--- config.mk ---
export PLATFORM = sky130hd
export DESIGN_NAME = bus_arbiter
export DESIGN_NICKNAME = d
export VERILOG_FILES = /design/src/rtl/bus_arbiter.sv
export SDC_FILE = /design/constraint.sdc
export NUM_CORES = 1
export LEC_CHECK = 0
export ABC_AREA = 1
export CAP_MARGIN = 20
export CORE_ASPECT_RATIO = 0.8
export CORE_MARGIN = 2
export CORE_UTILIZATION = 37
export CTS_BUF_LIST = sky130_fd_sc_hd__clkbuf_2 sky130_fd_sc_hd__clkbuf_4 sky130_fd_sc_hd__clkbuf_8
export DETAILED_ROUTE_END_ITERATION = 8
export PLACE_DENSITY_LB_ADDON = 0.12
export SYNTH_ARGS = -nofsm -noshare
export SYNTH_HDL_FRONTEND = slang
export SYNTH_SLANG_ARGS = --single-unit
--- constraint.sdc ---
create_clock -name CLK -period 1.5 [get_ports CLK]
set_clock_uncertainty 0.15 [all_clocks]
set_input_delay 0.225 -clock CLK [delete_from_list [all_inputs] [get_ports CLK]]
set_output_delay 0.225 -clock CLK [all_outputs]
set_load 0.1 [all_outputs]
--- src/rtl/bus_arbiter.sv ---
// rtl/bus_arbiter.sv - clocked two-master arbiter for the shared internal memory port
//
// Port 1 (instruction fetch) and port 2 (data access) share one slave port.
// Port 2 wins by default. Port 1 is forced after STARVE_LIMIT consecutive
// port-2 grants made while it waited.
//
// Ports:
//   CLK, RESET              clock (rising edge), asynchronous active-low reset
//   HTRANS_1/HADDR_1/HWRITE_1/HWDATA_1  fetch master request
//   HREADY_1                one-cycle completion pulse for port 1
//   HTRANS_2/HADDR_2/HWRITE_2/HWDATA_2  data master request
//   HREADY_2                one-cycle completion pulse for port 2
//   PSEL/PADDR/PWRITE/PDATA registered slave access, held for WAIT_CYCLES
//   grant                   current owner: 0 none, 1 port 1, 2 port 2
//   stall                   fetch stall, HTRANS_1 & ~HREADY_1
module bus_arbiter #(
  parameter int ADDR_W       = 64,
  parameter int DATA_W       = 64,
  parameter int WAIT_CYCLES  = 1,
  parameter int STARVE_LIMIT = 4
) (
  input  logic              CLK,
  input  logic              RESET,
  input  logic              HTRANS_1,
  input  logic [ADDR_W-1:0] HADDR_1,
  input  logic              HWRITE_1,
  input  logic [DATA_W-1:0] HWDATA_1,
  output logic              HREADY_1,
  input  logic              HTRANS_2,
  input  logic [ADDR_W-1:0] HADDR_2,
  input  logic              HWRITE_2,
  input  logic [DATA_W-1:0] HWDATA_2,
  output logic              HREADY_2,
  output logic              PSEL,
  output logic [ADDR_W-1:0] PADDR,
  output logic              PWRITE,
  output logic [DATA_W-1:0] PDATA,
  output logic [1:0]        grant,
  output logic              stall
);

  localparam int WCW = (WAIT_CYCLES > 1) ? $clog2(WAIT_CYCLES) : 1;
  localparam int SCW = (STARVE_LIMIT > 0) ? $clog2(STARVE_LIMIT + 1) : 1;
  localparam logic [WCW-1:0] WAIT_LOAD  = WCW'(WAIT_CYCLES - 1);
  localparam logic [SCW-1:0] STARVE_MAX = SCW'(STARVE_LIMIT);

  typedef enum logic {IDLE, ACCESS} state_t;

  state_t         state;
  logic [WCW-1:0] wait_cnt;
  logic [SCW-1:0] starve_cnt;

  logic done;
  logic slot_free;
  logic any_req;
  logic pick_1;

  // Last cycle of the current access; slave read data is valid here.
  assign done      = (state == ACCESS) && (wait_cnt == '0);
  // A new access may start from IDLE or back-to-back after the last cycle.
  assign slot_free = (state == IDLE) || done;
  assign any_req   = HTRANS_1 | HTRANS_2;
  assign pick_1    = HTRANS_1 & (~HTRANS_2 | (starve_cnt == STARVE_MAX));

  assign HREADY_1 = done && (grant == 2'd1);
  assign HREADY_2 = done && (grant == 2'd2);
  assign stall    = HTRANS_1 & ~HREADY_1;

  always_ff @(posedge CLK or negedge RESET) begin
    if (!RESET) begin
      state      <= IDLE;
      wait_cnt   <= '0;
      starve_cnt <= '0;
      PSEL       <= 1'b0;
      PADDR      <= '0;
      PWRITE     <= 1'b0;
      PDATA      <= '0;
      grant      <= 2'd0;
    end else if (slot_free) begin
      if (any_req) begin
        state    <= ACCESS;
        PSEL     <= 1'b1;
        wait_cnt <= WAIT_LOAD;
        if (pick_1) begin
          grant      <= 2'd1;
          PADDR      <= HADDR_1;
          PWRITE     <= HWRITE_1;
          PDATA      <= HWDATA_1;
          starve_cnt <= '0;
        end else begin
          grant  <= 2'd2;
          PADDR  <= HADDR_2;
          PWRITE <= HWRITE_2;
          PDATA  <= HWDATA_2;
          // Only grants that bypass a waiting fetch count towards starvation.
          if (!HTRANS_1) begin
            starve_cnt <= '0;
          end else if (starve_cnt != STARVE_MAX) begin
            starve_cnt <= starve_cnt + 1'b1;
          end
        end
      end else begin
        state      <= IDLE;
        PSEL       <= 1'b0;
        PWRITE     <= 1'b0;
        grant      <= 2'd0;
        starve_cnt <= '0;
      end
    end else begin
      wait_cnt <= wait_cnt - 1'b1;
      if (!HTRANS_1) begin
        starve_cnt <= '0;
      end
    end
  end

endmodule

==> out/qor.txt, run 1 <==
final setup margin = -0.363 ns
ant diodes = 0
commonest non-fill, non-tap cell in the layout = nand2_1
via count = 9999
required time worst endpoint = 1.69 ns
CTS tree = done
I/O pins = 397
unrepaired setup endpoints after global routing = true
final wirelength = 40.0 mm
CTS Buf Count = 17
Cell Int Power = 8.92 mW
Cell Pwr Density = 891 nW/um^2
number of global-route vias before repair = 10600
YS warnings = 0
Tightest Pin Transition = 0.575 ns
Die Span Y = 133 um
DP Area = 14200 sq um
period utilization = 124%
Async S/R FF share, synth = 100%
post-layout minimum cycle time = 1.86 ns
startpoint types = register
Initial Utilization = 37.6%
commonest cells after routing, fill and taps aside = nand2_1 (312), inv_1 (259), clkdlybuf4s50_1 (259)
DRT iter0 DRCs = 626
Final Hold Viols = 0
layout cells sized above 1 = 39.1%
Max Cap Viol = 0
FMAX = 537 MHz
Comb pwr share = 49.8%
first-pass GRT wire length = 59.9 mm
Port Buf Inserts = 396
residual DRC count = 0
GP Congestion = 0.814
number of synthesized flops with an enable pin = 0
pin count of the biggest net entering global routing = 62
Worst R2R Path Depth = 11
Net Switching = 6.76 mW
Clock Tree Root = clkbuf_8
hpwl dp = 21.2 mm
Via density = 5.23
Layout area overhead = 128%
Synth area leader = dfrtp_1
Slew Limit Fails = 0
min-delay worst type = in2async
Mapped Cells = 1146
Slew Limit Headroom = 61.7%
final setup violation count = 139
H-tree Lvls = 4
Worst setup EP type = register
die width = 166 um
Syn Area/Cell = 6.75 sq um
Overflow after GRT = 0
initial antenna violation count = 0
Reg clk slew, reported paths = 0.09 ns
outcome = finished, violations left
drt wl/cell = 20.9 um
Min Hold Slack = 0.187 ns
Finished Cell Area = 17600 sq um
Power Total = 15.7 mW
share of the synthesized area in the top cell type = 44.0%
WS Path Type = reg2reg
Core Area = 20600 sq um
sequential fraction of the synthesis area = 44.0%
post-synthesis sequential element count = 136
Final #Nets = 1894
Die ar. = 22100 sq um
main area contributors after synthesis = dfrtp_1 (44%), nand2_1 (19%), nand3_1 (17%)
Worst-Skew Late Latency = 0.44 ns
cell area after synthesis = 7730 sq um
switching share of power = 43.1%
maximum root-to-sink buffer count = 2
syn_nets = 1410
DR pass1 iterations = 5
share of total power in the clock network = 21.4%
DRT antenna net count = 0
sequential share of power = 28.7%
# rows = 47
post-synth cell types = 19
Synth Flop Type = dfrtp_1
leakage = 9.04 nW
Crit Path Max Fanout = 8
failing checks = setup timing
clk sinks = 136
total track usage = 35.0%
setup_tns = -34.68 ns
Peak VDD IR = 0.572 mV
worst path arrival time = 2.06 ns
==> layer usage <==
metal / GRT usage (%) / part of all wire [%]
met4: 18.7 / 6.0
met3: 8.94 / 7.4
met2: 62.4 / 51
met1: 38.5 / 35
met5: 0 / 0
==> critical path, stage by stage, from the launching register on <==
cell and delay [ns]:
dfrtp_1 0.41, inv_2 0.09, ha_4 0.14, nand2_4 0.07, nand2_8 0.12, buf_12 0.11, buf_12 0.13, buf_12 0.13
buf_16 0.15, nand3_2 0.08, nand3_2 0.11, nand2_1 0.07
==> worst paths after layout <==
path | from | end | slack [ns]
min in group CLK | HTRANS_1 | starve_cnt[0] | 0.25
max in group asynchronous | RESET | PADDR[19] | 0.20
worst min register to register | PADDR[48] | PADDR[48] | 0.39
worst max-delay path | starve_cnt[0] | PDATA[39] | -0.36
worst max register to register | starve_cnt[0] | PDATA[39] | -0.36
worst min-delay path | RESET | PADDR[63] | 0.19
==> timing repair <==
| item | in CTS | in global routing |
|---|---|---|
| endpoints found under the hold margin | 136 | 0 |
| gates cloned | 39 | 2 |
| pin swaps | 121 | 87 |
| endpoints found under the setup margin | 137 | 145 |
| gates resized for setup | 291 | 96 |
| hold buffers | 2 | 0 |
| setup buffers | 55 | 17 |
==> logic make-up after synthesis <==
group           count (synthesis)  synth area share (%)
buf+inv                       336                  18.6
compound gates                  6                 0.469
flops                         136                  44.0
simple gates                  666                  36.6
fa+ha+maj                       2                 0.323
==> Yosys cell counts, types with 2 or more instances <==
master    instances
o21ai_0           2
inv_1           264
nand2_1         399
buf_4            14
ha_1              2
clkbuf_1         10
dfrtp_1         136
nand3_1         261
o22ai_1           2
buf_6            11
buf_1             3
nor2_1            3
buf_2            33
==> state kept, by name, indices dropped and copies added (netlist names) <==
signal / flops
PADDR: 64
PDATA: 64
starve_cnt: 3
grant: 2
PWRITE: 1
state: 1
wait_cnt: 1
==> metrics by stage <==
step	setup slack, ns	util (%)	cells
after global placement	-0.296	68.8	1785
after CTS	-0.322	84.3	1912
after global routing	-0.388	85.5	1912
after detailed placement	-0.354	68.8	1785
after floorplan	-0.483	-	1146
final	-0.363	85.5	1912
==> power groups by stage <==
stage	logic (mW)	registers, mW	clock network [mW]
final	7.81	4.51	3.36
after global routing	8.05	4.54	3.56
after CTS	7.64	4.48	3.35
after detailed placement	6.74	4.55	0
after global placement	6.70	4.53	0
after floorplan	1.13	7.09	0
==> area by class of cell <==
class	instances	area [sq um]
clock inverters	13	169
multi-input cells	675	4740
inverters	265	1010
repair inverters	1	8.76
fillers	1055	2980
clock buffers	19	255
well taps	269	337
flip-flops and latches	136	3420
repair buffers	534	7670
No activity file was read; power rests on OpenSTA's default activity.
==> run 2: changes to the inputs <==
MAX_ROUTING_LAYER = met4   (was not set)
==> run 2 against run 1 <==
  * Global-route usage increased by 1.1 points
  * Combinational power increased by 1%
  * Register-to-register slack got worse by 0.02 ns
  * Die area unchanged
  * Highest routed layer unchanged
  * Via count decreased by 0.55%
  * Utilization increased by 1.1 points
  * Routed wire length is 0.74% higher
  * The run still ends with setup timing left
  * Sequential power is essentially flat
  * First-iteration DRC count grew 0.32%
  * Worst hold slack lost 0.021 ns
  * Total power increased by 0.39%
==> out/qor.txt, run 2 (synthesized netlist as in run 1, its figures left out) <==
outcome = finished, violations left (unchanged)
failing checks = setup timing (unchanged)
met3 wire len = 2.79 mm (was 2.98 mm)
Overflow after GRT = 0 (unchanged)
Critical Path Start = starve_cnt[0] (unchanged)
Peak VDD IR = 0.643 mV (was 0.572 mV)
Core Area = 20600 sq um (unchanged)
maximum root-to-sink buffer count = 2 (unchanged)
M1 WL = 14.4 mm (was 14.1 mm)
Die ar. = 22100 sq um (unchanged)
pin count of the biggest net entering global routing = 62 (unchanged)
Worst path slowest cell = dfrtp_1 (unchanged)
Die Span Y = 133 um (unchanged)
I/O pins = 397 (unchanged)
die width = 166 um (unchanged)
unrepaired setup endpoints after global routing = true (unchanged)
Clock Tree Root = clkbuf_8 (unchanged)
Slew Limit Fails = 0 (unchanged)
Tightest Pin Transition = 0.612 ns (was 0.575 ns)
Layout area overhead = 130% (was 128%)
Worst R2R Path Depth = 11 (unchanged)
Final #Nets = 1894 (unchanged)
hpwl dp = 21.2 mm (unchanged)
commonest cells after routing, fill and taps aside = nand2_1 (271), inv_1 (259), clkdlybuf4s50_1 (258) (was nand2_1 (312), inv_1 (259), clkdlybuf4s50_1 (259))
number of global-route vias before repair = 10600 (about the same)
Worst setup EP type = register (unchanged)
R2R Setup Slk = -0.38 ns (was -0.36 ns)
final setup violation count = 138 (was 139)
total track usage = 36.1% (was 35.0%)
DRT iter0 DRCs = 628 (was 626)
GP Congestion = 0.826 (was 0.814)
period utilization = 126% (was 124%)
Register Area = 3420 sq um (about the same)
required time worst endpoint = 1.68 ns (was 1.69 ns)
Worst-Skew Late Latency = 0.44 ns (about the same)
H-tree Lvls = 4 (unchanged)
most used cell, CP = buf_12 (unchanged)
Min Hold Slack = 0.166 ns (was 0.187 ns)
R2R Path End = PDATA[22] (was PDATA[39])
Cell Pwr Density = 883 nW/um^2 (was 891 nW/um^2)
Non-Filler Instances = 1913 (was 1912)
FMAX = 531 MHz (was 537 MHz)
DR pass1 iterations = 5 (unchanged)
Port Buf Inserts = 396 (unchanged)
Reg clk slew, reported paths = 0.09 ns (about the same)
Initial Utilization = 37.6% (unchanged)
area of the multi-input gates = 4970 sq um (was 4740 sq um)
# fillers = 1021 (was 1055)
worst path arrival time = 2.07 ns (was 2.06 ns)
cell total after placement = 1785 (unchanged)
delay-heaviest family, CP = buffers and inverters (unchanged)
min-delay worst type = in2reg (was in2async)
Worst Hold End = starve_cnt[1]
Slew Limit Headroom = 59.2% (was 61.7%)
DR WL met2 = 21.0 mm (was 20.5 mm)
Crit Path Max Fanout = 8 (unchanged)
Max stage delay on crit path = 0.41 ns (about the same)
DRT antenna net count = 0 (unchanged)
hold depth = 3
Final Hold Viols = 0 (unchanged)
Reg2Reg Launch Point = starve_cnt[0] (unchanged)
Max Cap Viol = 0 (unchanged)
startpoint types = register (unchanged)
clk sinks = 136 (unchanged)
first-pass GRT wire length = 59.8 mm (was 59.9 mm)
DR top layer = met4 (unchanged)
CTS Buf Count = 17 (unchanged)
commonest non-fill, non-tap cell in the layout = nand2_1 (unchanged)
drt wl/cell = 21.1 um (was 20.9 um)
Buf/Inv on CP = 5 (unchanged)
via count = 9944 (was 9999)
post-layout minimum cycle time = 1.88 ns (was 1.86 ns)
WS Path Type = reg2reg (unchanged)
cells along the critical path = inv_2 -> ha_4 -> nand2_4 -> nand2_8 -> buf_12 -> buf_12 -> buf_12 -> buf_16 -> nand3_4 -> nand3_2 -> nand2_2 (was inv_2 -> ha_4 -> nand2_4 -> nand2_8 -> buf_12 -> buf_12 -> buf_12 -> buf_16 -> nand3_2 -> nand3_2 -> nand2_1)
layout cells sized above 1 = 42.0% (was 39.1%)
initial antenna violation count = 1 (was 0)
# rows = 47 (unchanged)
CTS tree = done (unchanged)
residual DRC count = 0 (unchanged)
final wirelength = 40.3 mm (was 40.0 mm)
Via density = 5.20 (was 5.23)
final setup margin = -0.384 ns (was -0.363 ns)
leakage = 9.10 nW (was 9.04 nW)
Largest regs = PADDR: 64 flops, PDATA: 64 flops, starve_cnt: 3 flops (unchanged)
Worst Hold Launch = HTRANS_2
[run 2: per-stage QoR]
stage	area, sq um	setup slack (ns)	utilization (%)	total power [mW]	TNS [ns]
5_1_grt	17800	-0.416	86.6	16.2	-42.14
2_1_floorplan	8430	-0.483	-	8.23	-6.42
3_3_place_gp	14200	-0.296	68.8	11.2	-32.56
4_1_cts	17400	-0.322	84.3	15.5	-30.55
3_5_place_dp	14200	-0.354	68.8	11.3	-36.56
6_report	17800	-0.384	86.6	15.7	-37.08
[run 2: timing repair]
| item | in CTS | in global routing |
|---|---|---|
| resized for setup | 291 | 170 |
| gates cloned | 39 | 4 |
| pin swaps | 121 | 126 |
| setup endpoints to repair | 137 | 145 |
| endpoints found under the hold margin | 136 | 0 |
| hold buffers | 2 | 0 |
| setup buffers | 55 | 18 |
[run 2: worst max-delay path by stage]
stage / cells past startpoint / to / slack (ns)
3_5_place_dp: 7 / PDATA[55] / -0.35
2_1_floorplan: 4 / stall / -0.48
5_1_grt: 11 / PDATA[22] / -0.42
4_1_cts: 5 / stall / -0.32
3_3_place_gp: 7 / PADDR[3] / -0.30
6_report: 11 / PDATA[22] / -0.38
[run 2: where the power goes]
part           leakage (nW)  total, mW  switching (mW)  internal (mW)
sequential             1.60       4.51           0.464           4.05
clock                 0.203       3.34            1.61           1.73
combinational          7.29       7.89            4.72           3.18
[run 2: area by class of cell]
cell class / count / share of cell area (%)
Multi-Input combinational cell: 675 / 27.9
Tap cell: 269 / 1.89
Timing Repair Buffer: 534 / 43.0
Inverter: 265 / 5.64
Clock buffer: 19 / 1.43
Sequential cell: 136 / 19.2
Timing Repair inverter: 1 / 0.0491
Clock inverter: 13 / 0.948
Antenna cell: 1 / 0.0140
[run 2: layer usage]
metal,global-route usage [%],up-vias
met5,-,-
met4,18.7,0
met3,8.88,146
met2,62.7,506
met1,38.3,4894
li1,-,4398
[run 2: worst register-to-register path, cell delays in order (launching register included)]
cell and delay, ns:
dfrtp_1 0.41, inv_2 0.10, ha_4 0.15, nand2_4 0.07
nand2_8 0.12, buf_12 0.11, buf_12 0.14, buf_12 0.14
buf_16 0.15, nand3_4 0.08, nand3_2 0.09, nand2_2 0.07
==> variant 1: new RTL, settings of run 2 <==
Set the parameter `STARVE_LIMIT` to 2 (it was 4).
--- a/src/rtl/bus_arbiter.sv
+++ b/src/rtl/bus_arbiter.sv
@@ -17,7 +17,7 @@
   parameter int ADDR_W       = 64,
   parameter int DATA_W       = 64,
   parameter int WAIT_CYCLES  = 1,
-  parameter int STARVE_LIMIT = 4
+  parameter int STARVE_LIMIT = 2
 ) (
   input  logic              CLK,
   input  logic              RESET,
Formal check against the unedited RTL: not equivalent (Yosys sat finds a counterexample within 4 cycles, from zero or initial values and one cycle with RESET low).
==> variant 1 against run 2 <==
The run still ends with negative setup slack left; maximum frequency rose by 0.25%; non-clock buffer count is 6 lower; synthesized cell count fell by 0.44%; worst setup slack improved by 0.0047 ns; total power decreased by 0.54%; design area fell by 5.4%; sequential cell count down 1; first-iteration DRC count decreased by 13%; area after synthesis fell by 0.86%; combinational power shrank 0.8%; wire length fell by 8.6%; sequential power increased by 2%; largest cell class unchanged.
==> variant 1: results (changes against run 2) <==
status complete, but fails checks; failing checks negative setup slack; peak supply drop 0.0005507 V (-14%); # Post-CTS Setup Buffers 35 (-36%); count of multi-input gates 670 (-0.74%); GP Congestion 0.8889 (+7.6%); area of the multi-input gates 3984 sq um (-20%); H-tree depth 4 (unchanged); hold path startpoint HTRANS_1; Post-DP HPWL 20800 microns (-2.0%); top post-synthesis cells by count 397 x nand2_1, 264 x inv_1, 261 x nand3_1, 135 x dfrtp_1, 25 x buf_2; Final setup violation count 136 (-1.4%); Seq. cell area 3426 sq um (+0.26%); metal2 WL 18970 microns (-9.5%); Met3 Wirelength 3318 microns (+19%); M3 GR Usage 7.712% (-1.2 points); nonclk buf count 528 (-1.1%); Placed Cells 1789 (+0.22%); Avg Cell Area, Syn 6.721 sq um (-0.42%); Distinct cells, synth 16 (-3); CP max stage delay 0.49 ns (+0.08 ns); WL met1 12770 microns (-11%); routed length per instance 19.36 microns (-8.1%); Worst Hold End state; Seq/Total Area, Yosys 44.05% (+0.054 points); number of global-route vias before repair 9090 (-14%); initial antenna violation count 0 (-1); crit path DAT 2.12 ns (+0.05 ns); share of post-route cells with drive strength above 1 34.70% (-7.3 points); final setup margin -0.3793 ns (+0.004718 ns); Signal inverters 266 (unchanged); worst setup path startpoint state; first-pass GRT wire length 50110 microns (-16%); largest net degree at the start of global routing 45 (-27%); met2 Resource Use GR 54.11% (-8.6 points); slew margin rel. 69.14% (+10 points); M1 GR Usage 34.59% (-3.7 points); Synth Area in Compound Gates 0.2611% (-0.21 points); Initial DRC Count 546 (-13%); worst r2r dst PDATA[60]; number of hold buffers added after CTS 1 (-1); Post-CTS Resized 86 (-70%); Via Count 9575 (-3.7%); gr usage total 31.17% (-4.9 points); Area contributors post-synth dfrtp_1 44%, nand2_1 19%, nand3_1 17%, inv_1 13%, buf_2 1.6%; setup tns final -37.39 ns (-0.3153 ns); Seq cells 135 (-0.74%); Non-Filler Instances 1901 (-0.63%); Detailed Routing Iterations Pass 1 7 (+2); Adder-Cell Fraction of Synth Area 0.1632% (-0.16 points); LEAKAGE 8.892 nW (-2.3%); Regs by FF count PADDR (64), PDATA (64); CP max stage cell dfrtp_4; top layer in use met4; Post-Syn Nets 1404 (-0.43%); Signal buf overhead 45.63% (+2.6 points); Clock buffers and inverters, area share 2.381% (about the same); FILL cells 1177 (+15%); placed inst area 13700 sq um (-3.2%)
-- variant 1: cell count changes in the layout (fill, tap and decap cells not counted), moves of 11 or more --
| cell | change |
|---|---|
| nand3_1 | +149 |
| nand2_2 | +33 |
| buf_6 | -15 |
| dfrtp_1 | -28 |
| nand2_1 | -11 |
| dfrtp_2 | +27 |
| nand3_2 | -140 |
| nand2_4 | -25 |
-- variant 1: where the power goes --
group | internal [W] | switching [W] | total [W]
clock | 0.00156 | 0.00167 | 0.00323
sequential | 0.00405 | 0.000552 | 0.00460
combinational | 0.00321 | 0.00462 | 0.00783
total | 0.00881 | 0.00685 | 0.0157
-- variant 1: stage by stage --
step / util, % / hold WS [ns]
detailed placement: 66.74 / 0.02726
floorplan: - / -0.2206
finish: 82.18 / 0.04549
global placement: 66.74 / 0.02653
CTS: 76.45 / 0.01350
global route: 82.17 / 0.05276
==> variant 2: new RTL, config.mk and constraints of run 2 <==
Without the edit above. Make the reset (`RESET`) synchronous in one clocked block. Comments in the files are not updated.
--- a/src/rtl/bus_arbiter.sv
+++ b/src/rtl/bus_arbiter.sv
@@ -66,7 +66,7 @@
   assign HREADY_2 = done && (grant == 2'd2);
   assign stall    = HTRANS_1 & ~HREADY_1;
 
-  always_ff @(posedge CLK or negedge RESET) begin
+  always_ff @(posedge CLK) begin
     if (!RESET) begin
       state      <= IDLE;
       wait_cnt   <= '0;
Formal check against the unedited RTL: differs if RESET is asserted again (counterexample within 4 cycles, from zero or initial values and one cycle with RESET low); with RESET held inactive, the same outputs for 4 cycles.
==> variant 2 against run 2 <==
The run still ends with negative setup slack left; area after synthesis decreased by 7.2%; die area is 7.1% lower; total power down 12%; worst hold slack improved by 0.088 ns; cell count down 3.3%; clock power is 6% higher; design area fell by 9.3%; worst setup slack better by 0.17 ns; sequential cell count unchanged; synthesized cell count increased by 1.7%; wire length down 7.8%; largest cell class unchanged.
==> variant 2: results (changes against run 2) <==
Synth async-reset ratio 0% (-100 points); Worst Hold End PADDR[40]; setup tns final -18.60 ns (+18.48 ns); Flop pwr share 30.4% (+1.7 points); worst skew pair latency 0.46 ns (+0.02 ns); pre-CTS setup slack -0.3460 ns (+0.007588 ns); status complete, but fails checks; crit path DAT 1.91 ns (-0.16 ns); first-pass GRT wire length 44630 microns (-25%); family with the most delay on the worst path simple AND/OR/NAND/NOR gates; GP Congestion 0.8861 (+7.3%); final setup margin -0.2178 ns (+0.1661 ns); top post-synthesis cells by count 269 x nand2_1, 260 x nand3_1, 244 x inv_1, 136 x dfxtp_1, 115 x a21oi_1; met2 Resource Use GR 48.33% (-14 points); Seq/Total Area, Yosys 37.95% (-6.0 points); share of post-route cells with drive strength above 1 36.16% (-5.8 points); peak supply drop 0.0005636 V (-12%); Final setup violation count 137 (-0.72%); FF-to-FF Start starve_cnt[0]; failing checks negative setup slack; Post-Syn Nets 1430 (+1.4%); metal2 WL 18480 microns (-12%); Detailed Routing Iterations Pass 1 7 (+2); Placed Cells 1769 (-0.90%); Area contributors post-synth dfxtp_1 38%, nand3_1 18%, nand2_1 14%, inv_1 13%, a21oi_1 8.0%
## variant 2: stage by stage
stage | total power (W) | hold WS [ns] | cell area [sq um]
global route | 0.01418 | 0.2612 | 16160
floorplan | 0.006996 | 0.2034 | 7223
global placement | 0.009310 | 0.3368 | 12990
detailed placement | 0.009351 | 0.3415 | 12990
finish | 0.01379 | 0.2543 | 16160
CTS | 0.01293 | 0.2029 | 13840
## variant 2: final cells by class
| class | count | area [sq um] | area share (%) |
|---|---|---|---|
| inverters | 246 | 933.4 | 5.774 |
| multi-input cells | 701 | 4882 | 30.20 |
| flip-flops and latches | 136 | 2738 | 16.94 |
| clock inverters | 11 | 171.4 | 1.060 |
| repair buffers | 475 | 6838 | 42.30 |
| well taps | 258 | 322.8 | 1.997 |
| diodes | 1 | 2.502 | 0.01548 |
| clock buffers | 21 | 276.5 | 1.711 |
## variant 2: timing repair
action,4_1_cts,5_1_grt
resized for setup,31,411
gates cloned,8,26
pin swaps,7,93
setup endpoints to repair,137,138
buffers inserted,7,10
hold endpoints to repair,0,0
